===== src/rtl/rgmii_to_gmii_rx.sv =====
// RGMII receive capture to an 8-bit GMII stream, in-band status decode and preamble/SFD framing.
// Define RGMII_RX_STATS_EN to add good/error/drop frame counters.
module rgmii_to_gmii_rx #(
    parameter int MAX_FRAME_LEN = 1522,
    parameter int LEN_W         = 16
) (
    input  logic             gmii_rx_clk,
    input  logic             reset_n,
    input  logic [3:0]       rgmii_rxd,
    input  logic             rgmii_rxctl,
    output logic [7:0]       gmii_rxd,
    output logic             gmii_rxdv,
    output logic             gmii_rxer,
    output logic [7:0]       frame_data,
    output logic             frame_valid,
    output logic             frame_sof,
    output logic             frame_eof,
    output logic             frame_err,
    output logic [LEN_W-1:0] frame_len,
    output logic             link_up,
    output logic [1:0]       link_speed,
    output logic             full_duplex
`ifdef RGMII_RX_STATS_EN
    ,
    output logic [31:0]      stat_good_frames,
    output logic [31:0]      stat_err_frames,
    output logic [31:0]      stat_drop_frames
`endif
);

    localparam int LANES = 5;

    typedef enum logic [1:0] {ST_IDLE, ST_PREAMBLE, ST_DATA, ST_DROP} state_t;

    logic [LANES-1:0] pin_bus;
    logic [LANES-1:0] rise_q1;
    logic [LANES-1:0] fall_q2;
    logic             capture_ok_reg;
    logic [7:0]       iddr_byte;
    logic             iddr_dv;
    logic             iddr_er;

    assign pin_bus = {rgmii_rxctl, rgmii_rxd};

    // The falling-edge flop is never reset; capture_ok_reg blanks its output
    // for the first aligned pair after reset so pin noise cannot leak through.
    always_ff @(posedge gmii_rx_clk) begin
        if (!reset_n) capture_ok_reg <= 1'b0;
        else          capture_ok_reg <= 1'b1;
    end

    genvar gi;
    generate
        for (gi = 0; gi < LANES; gi++) begin : g_iddr
            logic rise_reg, fall_reg, q1_reg, q2_reg;
            always_ff @(negedge gmii_rx_clk) fall_reg <= pin_bus[gi];
            always_ff @(posedge gmii_rx_clk) begin
                if (!reset_n) begin
                    rise_reg <= 1'b0;
                    q1_reg   <= 1'b0;
                    q2_reg   <= 1'b0;
                end else begin
                    rise_reg <= pin_bus[gi];
                    q1_reg   <= rise_reg;
                    q2_reg   <= capture_ok_reg ? fall_reg : 1'b0;
                end
            end
            assign rise_q1[gi] = q1_reg;
            assign fall_q2[gi] = q2_reg;
        end
    endgenerate

    assign iddr_byte = {fall_q2[3:0], rise_q1[3:0]};
    assign iddr_dv   = rise_q1[4];
    assign iddr_er   = rise_q1[4] ^ fall_q2[4];

    // Status is decoded from the aligned pair, so it changes on the same edge
    // that the byte appears on gmii_rxd.
    always_ff @(posedge gmii_rx_clk) begin
        if (!reset_n) begin
            gmii_rxd    <= 8'h00;
            gmii_rxdv   <= 1'b0;
            gmii_rxer   <= 1'b0;
            link_up     <= 1'b0;
            link_speed  <= 2'b00;
            full_duplex <= 1'b0;
        end else begin
            gmii_rxd  <= iddr_byte;
            gmii_rxdv <= iddr_dv;
            gmii_rxer <= iddr_er;
            if (!iddr_dv && !iddr_er && (iddr_byte[3:0] == iddr_byte[7:4])) begin
                link_up     <= iddr_byte[0];
                full_duplex <= iddr_byte[3];
                if (iddr_byte[2:1] != 2'b11) link_speed <= iddr_byte[2:1];
            end
        end
    end

    state_t           state_reg, state_next;
    logic [LEN_W-1:0] count_reg, count_next;
    logic             err_reg, err_next;
    logic [7:0]       data_next;
    logic             valid_next, sof_next, eof_next, ferr_next;
    logic [LEN_W-1:0] len_next;

    always_comb begin
        state_next = state_reg;
        count_next = count_reg;
        err_next   = err_reg;
        data_next  = 8'h00;
        valid_next = 1'b0;
        sof_next   = 1'b0;
        eof_next   = 1'b0;
        ferr_next  = 1'b0;
        len_next   = '0;
        case (state_reg)
            ST_IDLE, ST_PREAMBLE: begin
                if (!gmii_rxdv) begin
                    state_next = ST_IDLE;
                end else if (gmii_rxd == 8'h55) begin
                    state_next = ST_PREAMBLE;
                end else if (gmii_rxd == 8'hD5) begin
                    state_next = ST_DATA;
                    count_next = '0;
                    err_next   = 1'b0;
                end else begin
                    state_next = ST_DROP;
                end
            end
            ST_DATA: begin
                if (!gmii_rxdv) begin
                    eof_next   = 1'b1;
                    len_next   = count_reg;
                    ferr_next  = err_reg || (count_reg == '0);
                    state_next = ST_IDLE;
                end else begin
                    if (gmii_rxer) err_next = 1'b1;
                    // Bytes past the length limit are swallowed and mark the frame bad.
                    if (count_reg < LEN_W'(MAX_FRAME_LEN)) begin
                        valid_next = 1'b1;
                        data_next  = gmii_rxd;
                        sof_next   = (count_reg == '0);
                        count_next = count_reg + LEN_W'(1);
                    end else begin
                        err_next = 1'b1;
                    end
                end
            end
            ST_DROP: begin
                if (!gmii_rxdv) state_next = ST_IDLE;
            end
            default: state_next = ST_IDLE;
        endcase
    end

    always_ff @(posedge gmii_rx_clk) begin
        if (!reset_n) begin
            state_reg   <= ST_IDLE;
            count_reg   <= '0;
            err_reg     <= 1'b0;
            frame_data  <= 8'h00;
            frame_valid <= 1'b0;
            frame_sof   <= 1'b0;
            frame_eof   <= 1'b0;
            frame_err   <= 1'b0;
            frame_len   <= '0;
        end else begin
            state_reg   <= state_next;
            count_reg   <= count_next;
            err_reg     <= err_next;
            frame_data  <= data_next;
            frame_valid <= valid_next;
            frame_sof   <= sof_next;
            frame_eof   <= eof_next;
            frame_err   <= ferr_next;
            frame_len   <= len_next;
        end
    end

`ifdef RGMII_RX_STATS_EN
    logic drop_entry;
    assign drop_entry = (state_reg != ST_DROP) && (state_reg != ST_DATA) && (state_next == ST_DROP);

    always_ff @(posedge gmii_rx_clk) begin
        if (!reset_n) begin
            stat_good_frames <= 32'd0;
            stat_err_frames  <= 32'd0;
            stat_drop_frames <= 32'd0;
        end else begin
            if (eof_next && !ferr_next && (stat_good_frames != 32'hFFFF_FFFF))
                stat_good_frames <= stat_good_frames + 32'd1;
            if (eof_next && ferr_next && (stat_err_frames != 32'hFFFF_FFFF))
                stat_err_frames <= stat_err_frames + 32'd1;
            if (drop_entry && (stat_drop_frames != 32'hFFFF_FFFF))
                stat_drop_frames <= stat_drop_frames + 32'd1;
        end
    end
`endif

endmodule


===== config.mk =====
export PLATFORM = sky130hd
export DESIGN_NAME = rgmii_to_gmii_rx
export DESIGN_NICKNAME = d
export VERILOG_FILES = /design/src/rtl/rgmii_to_gmii_rx.sv
export SDC_FILE = /design/constraint.sdc
export NUM_CORES = 1
export LEC_CHECK = 0
export ABC_CLOCK_PERIOD_IN_PS = 4400
export BUFFER_PORTS_ARGS = -buffer_cell sky130_fd_sc_hd__buf_2
export CAP_MARGIN = 15
export CELL_PAD_IN_SITES_DETAIL_PLACEMENT = 0
export CELL_PAD_IN_SITES_GLOBAL_PLACEMENT = 1
export CORE_AREA = 3 3 70 98
export CTS_CLUSTER_DIAMETER = 150
export DETAILED_ROUTE_END_ITERATION = 12
export DIE_AREA = 0 0 73 101
export PLACE_DENSITY = 0.76
export SYNTH_ARGS = -nofsm -noshare
export SYNTH_HDL_FRONTEND = slang
export SYNTH_SLANG_ARGS = --single-unit
export TNS_END_PERCENT = 100

===== constraint.sdc =====
create_clock -name gmii_rx_clk -period 4.4 [get_ports gmii_rx_clk]
set_clock_uncertainty 0.15 [all_clocks]
set_input_delay 0.44 -clock gmii_rx_clk [delete_from_list [all_inputs] [get_ports gmii_rx_clk]]
set_output_delay 0.44 -clock gmii_rx_clk [all_outputs]
set_load 0.05 [all_outputs]

==> impl_metrics.csv <==
group,metric,value,unit
worst_setup_path,ff2ff_setup_slack,1.47,ns
logic_synthesis,synthDistinctLibCells,45,
layout,multi_input_area,981,µm²
logic_synthesis,syn-cell-area,0.00269,mm²
worst_setup_path,reg2regPathDepth,1,
run,drv_cap,0,
logic_synthesis,synthCells,244,
hold_path,hold_class,"in2reg",
clock_network,clk_latency,0.38,ns
logic_synthesis,ys_warn_count,0,
worst_setup_path,r2r-start,"g_iddr[3].fall_reg",
global_routing,grt_overflow,0,
clock_network,clock_path_buffers,2,
worst_setup_path,worstPathBufferInverterCount,0,
clock_network,ctsHoldBuffers,0,
pwr,seq_power_share,0.544,
worst_setup_path,r2r_end,"g_iddr[3].q2_reg",
worst_setup_path,crit_required,4.50,ns
layout,layout_commonest_cell,"dfxtp_1",
pwr,p_per_area,437,mW/mm²
routing,num_vias,1831,
global_routing,track_usage,0.141,
layout,final_cells,376,
worst_setup_path,critPathSlowestCell,"dfxtp_1",
logic_synthesis,avgSynthCellArea,11.0,µm²
floorplan,core,0.00617,mm²
clock_network,clkSlewWorstSetupHoldPaths,0.08,ns
worst_setup_path,path_class,"reg2reg",
clock_network,cts_setup_buffers,0,
pwr,combPwrFrac,0.038,
worst_setup_path,endpoint,"g_iddr[3].q2_reg",
timing,setup_tns,0,ns
layout,layout-drive-gt1-share,0.243,
timing,setup_viol,0,
timing,hold_viol,0,
global_routing,antenna_found_initial,0,
logic_synthesis,synth_seq_cells,82,
placed_design,gp_congestion,0.801,
floorplan,fp.dieH,101,µm
clock_network,cts_resized,0,
routing,wl_met2,2410,µm
floorplan,die_area,0.00737,mm²
layout,num_antenna_cells,0,
clock_network,htreeDepth,3,
routing,first_pass_iters,6,
worst_setup_path,crit_arrival,3.03,ns
routing,via_per_inst,4.87,
floorplan,start_util,0.437,
routing,routed_wl,4720,µm
placed_design,portBuffers,48,
hold_path,hold-path-cell-count,2,
worst_setup_path,startpoint_type,"flop",
logic_synthesis,synth_ff_type,"dfxtp_1",
global_routing,grt_pass1_wl,7880,µm
pwr,p_leak,1.47,nW
layout,synthToLayoutAreaGrowth,19.3,%
timing,tightest_slew,0.547,ns
global_routing,grt_pass1_vias,1746,
floorplan,die_w,73,µm
worst_setup_path,cp_slowest_stage_delay,0.28,ns
global_routing,grt_start_max_net_pins,42,
routing,antenna_left,0,
placed_design,place_hpwl,3320,µm
routing,wl_met3,187,µm
pwr,p_int,1.08,mW
routing,wl_per_cell,12.6,µm
floorplan,io-pin-count,49,
layout,final_nets,309,
pwr,swShare,0.230,
clock_network,clock_sinks,82,
routing,drt-initial-drc-count,60,
routing,top_layer_used,"met4",
timing,relSlewSlack,0.634,
worst_setup_path,cp_max_fo,1,
worst_setup_path,worstSetupEndpointType,"flop",
placed_design,place_inst,356,
timing,rsz0062_at_grt,"no",
layout,num-fill-cells,588,
routing,drc,0,
layout,layout.area.seq,0.00164,mm²
logic_synthesis,async_flop_share,0,
worst_setup_path,worstPathCellList,"and3_1",
pwr,switching_power,0.324,mW
floorplan,row_count,34,
timing,maxSlewViolCount,0,
layout,final_design_area_no_fill,0.00321,mm²
clock_network,tritoncts,"yes",
layout,final_cell_mix,"82 x dfxtp_1, 48 x buf_2, 44 x and2_1",
clock_network,cts-buffers-inserted,9,
worst_setup_path,cp_top_family,"flip-flops",
clock_network,root_buffer,"clkbuf_8",
layout,fin_util,0.521,
logic_synthesis,synth_nets,254,
worst_setup_path,cp_num_cells,1,
placed_design,post_dp_cell_area,0.00298,mm²
routing,wl_met1,2030,µm
run_status,status,"completed",
pwr,clkPwrFrac,0.418,
logic_synthesis,yosysSeqAreaShare,0.609,
logic_synthesis,synth-edff-count,0,
worst_setup_path,crit_start,"g_iddr[3].fall_reg",
pwr,irDropWorstVdd,0.000241,V
[worst min path at each step]
stage / slack (ns) / endpoint / start
global route: 0.14 / g_iddr[2].rise_reg / rgmii_rxd[2]
detailed placement: 0.27 / g_iddr[2].q1_reg / g_iddr[2].rise_reg
finish: 0.16 / g_iddr[0].rise_reg / rgmii_rxd[0]
floorplan: 0.26 / g_iddr[0].q1_reg / g_iddr[0].rise_reg
CTS: 0.14 / g_iddr[2].rise_reg / rgmii_rxd[2]
global placement: 0.27 / g_iddr[4].q1_reg / g_iddr[4].rise_reg
[layout make-up]
cell class                 instances  share of cell area
clock buffer                      11              0.0475
clock inverter                    10              0.0253
tap                               72              0.0280
timing repair buffer              48              0.0748
sequential                        82               0.511
inverter                           7             0.00818
multi-input combinational        146               0.305
[routing by layer]
layer,vias up,GRT usage
met5,-,0
met4,0,0.0852
met3,9,0.0359
met2,31,0.236
met1,840,0.157
li1,951,-
[stage by stage]
stage | hold slack, ns | power, mW | worst slack [ns]
global route | 0.144 | 1.46 | 1.43
CTS | 0.144 | 1.42 | 1.47
floorplan | 0.262 | 0.831 | 1.51
finish | 0.156 | 1.41 | 1.47
global placement | 0.266 | 0.844 | 1.40
detailed placement | 0.272 | 0.845 | 1.39
[synthesized netlist by cell type (2+ instances only)]
cell	number	area share
xor2_1	3	0.0098
clkbuf_1	6	0.0084
ha_1	3	0.014
and2_1	44	0.10
dfxtp_1	82	0.61
or2_2	2	0.0046
o21ai_1	7	0.013
mux2i_1	2	0.0074
nor2b_1	3	0.0070
o221a_2	2	0.0084
nor2_1	6	0.0084
a21boi_1	2	0.0056
nor3_1	3	0.0056
inv_1	8	0.011
or3_1	7	0.016
nand4_1	5	0.012
nand3_1	6	0.011
a21oi_1	9	0.017
and3_1	13	0.030
nand2_1	6	0.0084
[kinds of logic after synthesis]
group	Yosys count	synth area share
simple gates	110	0.260
flops	82	0.609
compound gates	27	0.0701
buf+inv	16	0.0265
xor+xnor	4	0.0130
fa+ha+maj	3	0.0139
mux	2	0.00743
[power by group through the flow]
stage	Combinational, mW	Sequential (mW)	Clock [mW]
global placement	0.0539	0.782	0.00848
finish	0.0540	0.765	0.587
detailed placement	0.0551	0.782	0.00848
global route	0.0587	0.767	0.636
floorplan	0.0228	0.799	0.00848
CTS	0.0553	0.765	0.600
Note: power is estimated with default switching activity, not from simulation.
